==> config.mk <==
export PLATFORM = sky130hd
export DESIGN_NAME = ysyx_22041211_ifu
export DESIGN_NICKNAME = d
export VERILOG_FILES = /design/src/rtl/ysyx_22041211_ifu_pkg.sv /design/src/rtl/ysyx_22041211_Reg.sv /design/src/rtl/ysyx_22041211_ifu.sv
export SDC_FILE = /design/constraint.sdc
export NUM_CORES = 1
export LEC_CHECK = 0
export BUFFER_PORTS_ARGS = -buffer_cell sky130_fd_sc_hd__buf_4
export CORE_MARGIN = 2
export CORE_UTILIZATION = 42
export DETAILED_ROUTE_END_ITERATION = 10
export PLACE_DENSITY = 0.78
export SYNTH_ARGS = -nofsm -noshare
export SYNTH_HDL_FRONTEND = slang
export SYNTH_SLANG_ARGS = --single-unit
export TNS_END_PERCENT = 5
==> constraint.sdc <==
create_clock -name clk -period 6.4 [get_ports clk]
set_input_delay 0.32 -clock clk [delete_from_list [all_inputs] [get_ports clk]]
set_output_delay 0.32 -clock clk [all_outputs]
set_load 0.05 [all_outputs]
==> src/rtl/ysyx_22041211_ifu_pkg.sv <==
// Shared constants for the NPC instruction fetch unit: FSM encoding,
// reset vector and instruction length.
package ysyx_22041211_ifu_pkg;

   typedef enum logic [1:0] {
      IDLE = 2'd0,
      REQ  = 2'd1,
      WAIT = 2'd2,
      HOLD = 2'd3
   } ifu_state_t;

   localparam logic [31:0] RESET_PC_DEF = 32'h8000_0000;
   localparam int          INST_LEN     = 4;

endpackage

==> src/rtl/ysyx_22041211_Reg.sv <==
// Generic write-enabled register with asynchronous active-high reset.
module ysyx_22041211_Reg #(
   parameter int               WIDTH     = 32,
   parameter logic [WIDTH-1:0] RESET_VAL = '0
) (
   input  logic             clk,
   input  logic             rst,
   input  logic             wen,
   input  logic [WIDTH-1:0] din,
   output logic [WIDTH-1:0] dout
);

   always_ff @(posedge clk or posedge rst) begin
      if (rst)      dout <= RESET_VAL;
      else if (wen) dout <= din;
   end

endmodule

==> src/rtl/ysyx_22041211_ifu.sv <==
// Instruction fetch unit: one outstanding imem read, valid/ready hand-off
// to decode, redirects from execute override every other event.
module ysyx_22041211_ifu
   import ysyx_22041211_ifu_pkg::*;
#(
   parameter int                ADDR_W   = 32,
   parameter int                DATA_W   = 32,
   parameter logic [ADDR_W-1:0] RESET_PC = RESET_PC_DEF
) (
   input  logic              clk,
   input  logic              rst,
   output logic              mem_req_valid,
   input  logic              mem_req_ready,
   output logic [ADDR_W-1:0] mem_req_addr,
   input  logic              mem_resp_valid,
   input  logic [DATA_W-1:0] mem_resp_data,
   input  logic              mem_resp_err,
   output logic              inst_valid,
   input  logic              inst_ready,
   output logic [DATA_W-1:0] inst,
   output logic [ADDR_W-1:0] inst_pc,
   output logic              fetch_err,
   input  logic              redirect_valid,
   input  logic [ADDR_W-1:0] redirect_pc
);

   ifu_state_t        state;
   logic              flush;
   logic [ADDR_W-1:0] pc;
   logic              pc_wen;
   logic [ADDR_W-1:0] pc_din;

   // pc moves only on redirect or when decode takes the held instruction
   assign pc_wen = redirect_valid || (state == HOLD && inst_ready);
   assign pc_din = redirect_valid ? redirect_pc : pc + ADDR_W'(INST_LEN);

   ysyx_22041211_Reg #(
      .WIDTH     (ADDR_W),
      .RESET_VAL (RESET_PC)
   ) u_pc (
      .clk  (clk),
      .rst  (rst),
      .wen  (pc_wen),
      .din  (pc_din),
      .dout (pc)
   );

   assign mem_req_valid = (state == REQ);
   assign mem_req_addr  = pc;
   assign inst_valid    = (state == HOLD);

   always_ff @(posedge clk or posedge rst) begin
      if (rst) begin
         state     <= IDLE;
         flush     <= 1'b0;
         inst      <= '0;
         inst_pc   <= '0;
         fetch_err <= 1'b0;
      end else begin
         case (state)
            IDLE: if (!redirect_valid) state <= REQ;
            REQ: begin
               if (mem_req_ready) begin
                  state <= WAIT;
                  // request already left with the stale address
                  flush <= redirect_valid;
               end
            end
            WAIT: begin
               if (redirect_valid) begin
                  if (mem_resp_valid) begin
                     state <= REQ;
                     flush <= 1'b0;
                  end else begin
                     flush <= 1'b1;
                  end
               end else if (mem_resp_valid) begin
                  if (flush) begin
                     state <= REQ;
                     flush <= 1'b0;
                  end else begin
                     state     <= HOLD;
                     inst      <= mem_resp_data;
                     inst_pc   <= pc;
                     fetch_err <= mem_resp_err;
                  end
               end
            end
            HOLD: if (redirect_valid || inst_ready) state <= REQ;
            default: state <= IDLE;
         endcase
      end
   end

endmodule

# == Word level (Yosys, flattened, before mapping) ==
# Index checks and enable logic that the tools add are counted.
# word_totals
output_inout_bits,99
input_bits,71
elab_cells,39
regBits,100
# classes
n_addsub,1
reduce_logical,8
bitwise_logic,2
n_eq_ne,8
muxes,14
# ops
cell,count
adder 32 x 3 -> 32 bit (second input constant),1
two-way mux 32 bit,1
two-way mux 2 bit,7
one-hot mux 2 bit (4 select lines),1
AND reduction 4 bit,2
equality test 2 bit (second input constant),2
two-way mux 1 bit,4
inequality test 2 x 1 -> 1 bit (second input constant),2
inequality test 2 bit (second input constant),2
inequality test 3 bit (second input constant),1
AND reduction 3 bit,1
equality test 2 x 1 -> 1 bit (second input constant),1
logical NOT 2 bit,1
logical OR 1 bit,2
inverter 1 bit,2
one-hot mux 1 bit (2 select lines),1
nonzero test 2 bit,1
logical AND 1 bit,1

# == Depth between registers and ports, before layout ==
# Gate-level depths: netlist of the first run.
# logic_depth
word_depth,4
mapped_depth,7
depth_no_buf,6

# == Hierarchy ==
# Synthesis of the first run repeated with hierarchy kept, for this count alone.
# hier_totals
hier_cells,408
hier_area_um2,4974.8
# modules_own_cells
module,area_each_um2,seq_area_each_um2,cells_per_inst,instances
ysyx_22041211_ifu,3624.7,1701.6,339,1
ysyx_22041211_Reg,1350.0,802.0,69,1

# == Worst setup path after synthesis of the first run ==
# No wires, ideal clock.
# synth_timing
path_kind,register -> register
from,reg state[0]
to,reg u_pc.dout[30]
path_buffers,0
path_slack_ns,3.871
stages_incl_launch_ff,6
setup_time_ns,0.082
synth_period_minus_slack_ns,2.529
t_required_ns,6.318
arrival_ns,2.447
cell_sequence,dfrtp_1 -> ha_1 -> nand3_1 -> or4_1 -> or4_1 -> a31oi_1
# synth_between
elab_chain_cells,3
# synth_lines
item,line_no,source
start: declaration,ysyx_22041211_ifu.sv:27,ifu_state_t state;
start signal: assignment,ysyx_22041211_ifu.sv:54,state <= IDLE;
start signal: assignment,ysyx_22041211_ifu.sv:61,IDLE: if (!redirect_valid) state <= REQ;
start signal: assignment,ysyx_22041211_ifu.sv:64,state <= WAIT;
equality test 2 bit,-,
net inst_valid,ysyx_22041211_ifu.sv:18,"output logic inst_valid,"
logical AND 1 bit,ysyx_22041211_ifu.sv:34,assign pc_wen = redirect_valid || (state == HOLD && inst_ready);
logical OR 1 bit,ysyx_22041211_ifu.sv:34,
end signal: assignment,ysyx_22041211_Reg.sv:15,else if (wen) dout <= din;
end: declaration,ysyx_22041211_Reg.sv:10,output logic [WIDTH-1:0] dout
# The timed path passes the listed nets, and every way through them passes these cells.
# A chain may end at the register's enable or synchronous reset.

# == Worst setup path in the final report of the first run ==
# layout_timing
from,reg state[0]
to,reg u_pc.dout[30]
# layout_between
elab_chain_cells,3
# layout_lines
item,line_no
equality test 2 bit,ysyx_22041211_ifu.sv:34
logical AND 1 bit,ysyx_22041211_ifu.sv:34
logical OR 1 bit,ysyx_22041211_ifu.sv:34
# No other way between the ends.

==> impl_metrics.csv, run 1 <==
group,metric,value,unit
clock_network,h-tree-depth,3,
place,numPortBuffers,169,
routing,drc,0,
worst_setup_path,path_max_fanout,7,
synth,ys_seq_area_share,56.1,%
run,maxCapViolations,0,
sta,slew_viol_final,0,
die,start_util,43.2,%
synth,synth_warnings,0,
sta,setup_violations,0,
place,gp_congestion,0.785,
clock_network,insertion_delay,0.37,ns
synth,async_flop_share,100,%
synth,synth_flop_cell,"dfrtp_1",
clock_network,tritoncts,"built",
clock_network,cts_inserted_buffers,9,
sta,finalHoldViolCount,0,
grt,track_usage,19.5,%
layout,n_antenna_cell,0,
power,p_per_area,485,nW/um2
synth,synth_area,4460,um2
sta,fin_ws,3.99,ns
place,dp_cells,660,
sta,fin_tns_setup,0,ns
worst_setup_path,start_kind,"flip-flop",
sta,fin_hold_ws,0.158,ns
synth,synth-edff-count,0,
grt,antenna_found_initial,0,
routing,avgRoutedWirePerCell,16.1,um
sta,relSlewSlack,36.9,%
layout,layout_common_cells,"buf_4, dfrtp_1, mux2_2",
worst_setup_path,arrival,2.71,ns
sta,rsz0062_at_grt,"no",
routing,vias,3606,
sta,min_period,2.41,ns
synth,postSynthCellCount,371,
power,peakVddDrop,0.269,mV
die,core.rowCount,37,
grt,grt_pass1_vias,3654,
routing,drt_iter0_drc,118,
sta,fmaxAchievable,414,MHz
routing,drt_wl_total,10.9,mm
routing,drt_pass1_iterations,4,
synth,synth_area_per_cell,12.0,um2
clock_network,root_buffer,"clkbuf_8",
power,cellLeakagePower,2.81,nW
routing,viasPerCell,5.33,
worst_setup_path,critPathKind,"flip-flop to flip-flop",
clock_network,cts-resized-gates,0,
die,fp.dieArea,11500,um2
die,dieHeight,107,um
sta,finClkSkew,0.0118,ns
clock_network,clkTransAtPathRegs,0.10,ns
die,die_w,107,um
die,io_pins,170,
grt,grt_overflow_total,0,
worst_setup_path,cp.required,6.69,ns
outcome,status,"finished, final reports clean",
layout,final_cells,677,
layout,syn_to_final_growth,36.3,%
place,post-place-ws,4.03,ns
sta,worst_pin_slew,0.947,ns
synth,synth.area.top_cells,"dfrtp_1, mux2_2, nand2_1, or4_1, xnor2_1",
clock_network,cts.sinks,100,
synth,syn-num-nets,447,
layout,drive_above_1_share,47.9,%
synth,synth_seq_cells,100,
grt,grt_max_degree,76,
synth,yosysTopAreaCell,"dfrtp_1",
worst_setup_path,end_kind,"flip-flop",
routing,final_antenna_net_count,0,
layout,layout_commonest_cell,"buf_4",
grt,grt_pass1_wl,17.8,mm
sta,min_period_over_period,37.7,%
clock_network,max-clock-path-buffers,2,
place,dp_hpwl,7.75,mm
worst_hold_path,hold_path_class,"input port to flip-flop",
power,finalPower,2.95,mW
synth,synth_cell_types,43,
die,coreArea,10300,um2
layout,nNetsFinal,612,
synth,yosysTopAreaCellShare,55.5,%
area by class of cell:
cell class | count | area, um2
multi-input cells | 244 | 1860
inverters | 9 | 36.3
repair buffers | 172 | 1290
clock inverters | 5 | 83.8
clock buffers | 11 | 141
fillers | 846 | 4240
flip-flops and latches | 100 | 2500
well taps | 136 | 170
sequential cells by signal (all words and copies together), names as in the netlist:
| signal | count |
|---|---|
| inst | 32 |
| inst_pc | 32 |
| u_pc.dout | 32 |
| state | 2 |
| fetch_err | 1 |
| flush | 1 |
report_power, final:
part	switching [mW]	internal, mW	leakage, nW
registers	0.144	0.849	1.24
logic	1.01	0.494	1.46
clock network	0.226	0.233	0.106
total	1.38	1.58	2.81
stage by stage:
step                utilization [%]  instance area (um2)
floorplan                         -                 4460
global placement               56.7                 5850
detailed placement             56.7                 5850
CTS                            58.9                 6080
global route                   58.9                 6080
finish                         58.9                 6080
path summary, 6_finish.rpt:
check / from / endpoint / slack (ns) / cells past startpoint
min in group asynchronous: rst / inst[4] / 0.47 / 3
max: state[0] / u_pc.dout[30] / 3.99 / 5
min reg2reg: inst_pc[20] / inst_pc[20] / 0.52 / 1
max in group asynchronous: rst / u_pc.dout[0] / 4.67 / 4
min: redirect_pc[7] / u_pc.dout[7] / 0.16 / 3
max reg2reg: state[0] / u_pc.dout[30] / 3.99 / 5
kinds of logic (layout without fill, tap and decap cells):
kind of cell / after synthesis / in the layout / share of synthesized area (%)
compound gates: 54 / 54 / 7.88
buf+inv: 27 / 197 / 2.47
mux: 68 / 68 / 17.1
flops: 100 / 100 / 56.1
fa+ha+maj: 5 / 5 / 1.40
simple gates: 104 / 104 / 12.5
xor+xnor: 13 / 13 / 2.55
per-layer routing:
| metal | part of all wire, % | global-route usage [%] |
|---|---|---|
| met5 | 0 | 0 |
| met4 | 1.7 | 7.61 |
| met3 | 6.2 | 3.83 |
| met2 | 49 | 32.1 |
| met1 | 43 | 25.3 |
timing repair:
action / in CTS / in global routing
endpoints found under the hold margin: 25 / 0
hold buffers: 1 / 0
endpoints found under the setup margin: 0 / 0
buffers inserted: 0 / 0
worst max-delay path, stage by stage (launching register included):
cell,delay [ns]
dfrtp_1,0.40
ha_1,0.27
nand3_1,0.26
or4_1,0.70
or4_1,0.52
a31oi_1,0.19
synth_stat cells, types with 2 or more instances:
cell type / n
xor2_1: 2
xnor2_1: 11
or2_2: 2
ha_1: 5
nand4_1: 6
or3_1: 5
nand2_1: 32
nor2_1: 13
clkbuf_1: 15
o31ai_1: 10
or4_1: 13
mux2_2: 67
a31oi_1: 13
nor3_1: 5
o21ai_0: 17
o211ai_1: 3
and4_1: 3
o221ai_1: 2
nand3_1: 11
o31a_1: 2
nand2b_1: 2
dfrtp_1: 99
inv_1: 8
nor4_1: 6
Note: power is estimated with default switching activity, not from simulation.
==> inputs of run 2 (changes only) <==
Settings changed: PLACE_DENSITY 0.78 to 0.81.
Clock period 6.4 ns to 2 ns, I/O delays scaled along.
==> run 2 against run 1 <==
Net effect: the flow now finishes with violations (setup timing); flip-flop and latch count is the same; sequential power rose to 3.2 times the previous value; combinational power grew to 3.4 times the previous value; global-route usage increased by 3.7 points; routed wire length up 18%; clock skew barely moved; clock power rose to 2.6 times the previous value; register-to-register slack worse by 4.0 ns; total power grew to 3.2 times the previous value; largest power group unchanged.
==> impl_metrics.csv, run 2 (synthesized netlist as in run 1, its figures left out) <==
group,metric,value,unit
outcome,status,"finished, violations left",
outcome,violations,"setup timing",
clock_network,tritoncts,"built",
die,die_w,107,um
clock_network,cts.sinks,100,
routing,avgRoutedWirePerCell,16.6,um
die,dieHeight,107,um
sta,worst_pin_slew,0.552,ns
worst_setup_path,cp.required,2.30,ns
clock_network,clkTransAtPathRegs,0.09,ns
routing,vias,3990,
power,p_per_area,1360,nW/um2
layout,top_regs,"inst: 32 flops, inst_pc: 32 flops, u_pc.dout: 32 flops",
grt,grt_max_degree,50,
worst_setup_path,cp_num_buf_inv,1,
routing,route.met2.wl,6.62,mm
clock_network,cts_inserted_buffers,9,
routing,drt_iter0_drc,153,
routing,wl_met3,720,um
sta,finalHoldViolCount,0,
die,start_util,43.2,%
power,peakVddDrop,1.24,mV
grt,grt_pass1_vias,4108,
layout,drive_above_1_share,47.0,%
sta,fmaxAchievable,498,MHz
place,dp_cells,694,
worst_setup_path,critPathMaxStageDelay,0.54,ns
sta,min_period,2.01,ns
grt,grt_pass1_wl,20.6,mm
worst_setup_path,rr_startpoint,"u_pc.dout[9]",
worst_hold_path,hold_path_class,"input port to flip-flop",
place,numPortBuffers,169,
layout,final_cells,775,
routing,viasPerCell,5.15,
routing,top_layer_used,"met4",
power,finalPower,9.50,mW
grt,track_usage,23.2,%
worst_setup_path,path_cells,"nand4_4, or4_4, buf_6, or4_1, a31oi_1",
sta,setup_violations,1,
place,dp_hpwl,8.60,mm
worst_hold_path,holdCritStartpoint,"redirect_pc[25]",
clock_network,h-tree-depth,3,
sta,min_period_over_period,100,%
worst_setup_path,slowest_stage,"or4_4",
sta,rsz0062_at_grt,"yes",
sta,relSlewSlack,63.1,%
sta,slew_viol_final,0,
worst_setup_path,critical_path.top_delay_family,"simple AND/OR/NAND/NOR gates",
sta,finClkSkew,0.0113,ns
routing,m1WireLength,5.13,mm
grt,grt_overflow_total,0,
worst_setup_path,path_max_fanout,16,
clock_network,max-clock-path-buffers,2,
layout,nNetsFinal,709,
layout,layout_common_cells,"buf_4, dfrtp_1, mux2_2",
routing,drt_pass1_iterations,5,
routing,drt_wl_total,12.8,mm
die,coreArea,10300,um2
layout,syn_to_final_growth,56.0,%
worst_setup_path,end_kind,"flip-flop",
sta,fin_ws,-0.00743,ns
power,cellLeakagePower,3.23,nW
worst_setup_path,cp-startpoint,"u_pc.dout[9]",
grt,antenna_found_initial,1,
worst_setup_path,arrival,2.31,ns
die,io_pins,170,
layout,fillers,767,
sta,fin_tns_setup,-0.00743,ns
place,gp_congestion,0.837,
worst_setup_path,start_kind,"flip-flop",
run,maxCapViolations,0,
clock_network,insertion_delay,0.37,ns
place,post-place-ws,-0.0950,ns
clock_network,root_buffer,"clkbuf_8",
worst_setup_path,critPathKind,"flip-flop to flip-flop",
layout,layout_commonest_cell,"buf_4",
routing,drc,0,
die,fp.dieArea,11500,um2
die,core.rowCount,37,
routing,final_antenna_net_count,0,
run 2: changes by cell type in the layout (fill, tap and decap cells not counted), sizes merged, moves of 2 or more:
| cell | delta |
|---|---|
| dlygate4sd3 | +60 |
| bufinv | -2 |
| clkinv | +4 |
| buf | +37 |
| inv | -2 |
run 2: layout make-up:
class                           count  area (um2)  area share, %
Sequential cell                   100        2500           35.9
Timing Repair Buffer              269        2200           31.6
Multi-Input combinational cell    244        1870           26.9
Tap cell                          136         170           2.44
Clock buffer                       12         155           2.23
Inverter                            9        37.5          0.539
Clock inverter                      4        23.8          0.341
Antenna cell                        1        2.50         0.0359
run 2: final timing paths:
| path | slack [ns] | to | cells after the start |
|---|---|---|---|
| setup reg to reg | -0.007 | u_pc.dout[21] | 5 |
| hold reg to reg | 0.51 | inst_pc[20] | 1 |
| max in group asynchronous | 0.91 | inst[7] | 4 |
| setup / recovery | -0.007 | u_pc.dout[21] | 5 |
| hold / removal | 0.01 | u_pc.dout[25] | 3 |
| min in group asynchronous | 0.35 | inst_pc[10] | 3 |
run 2: where the power goes:
part	total (mW)	internal, mW	switching, mW	leakage, nW
combinational	5.14	1.77	3.37	1.89
clock	1.21	0.518	0.689	0.0961
sequential	3.15	2.72	0.434	1.24
total	9.50	5.01	4.49	3.23
run 2: worst reg2reg max path, stage by stage, from the launching register on:
cell	delay, ns
dfrtp_1	0.41
nand4_4	0.14
or4_4	0.54
buf_6	0.16
or4_1	0.51
a31oi_1	0.17
run 2: what timing repair did:
| item | in CTS | in global routing |
|---|---|---|
| gates resized for setup | 3 | 3 |
| endpoints found under the hold margin | 82 | 0 |
| pin swaps | 1 | 9 |
| hold buffers | 61 | 0 |
| setup endpoints to repair | 11 | 20 |
| buffers inserted | 1 | 2 |
run 2: stage by stage:
step                hold slack (ns)  cell area [um2]  utilization [%]
finish                       0.0149             6970             67.5
CTS                         0.00570             6940             67.2
global route                 0.0244             6970             67.5
floorplan                     0.220             4470                -
detailed placement            0.190             6130             59.4
global placement              0.178             6130             59.4
run 2: per-layer routing:
layer | vias to the layer above | track usage [%]
li1 | 1882 | -
met1 | 1928 | 28.0
met2 | 149 | 40.0
met3 | 31 | 4.56
met4 | 0 | 10.7
met5 | - | 0
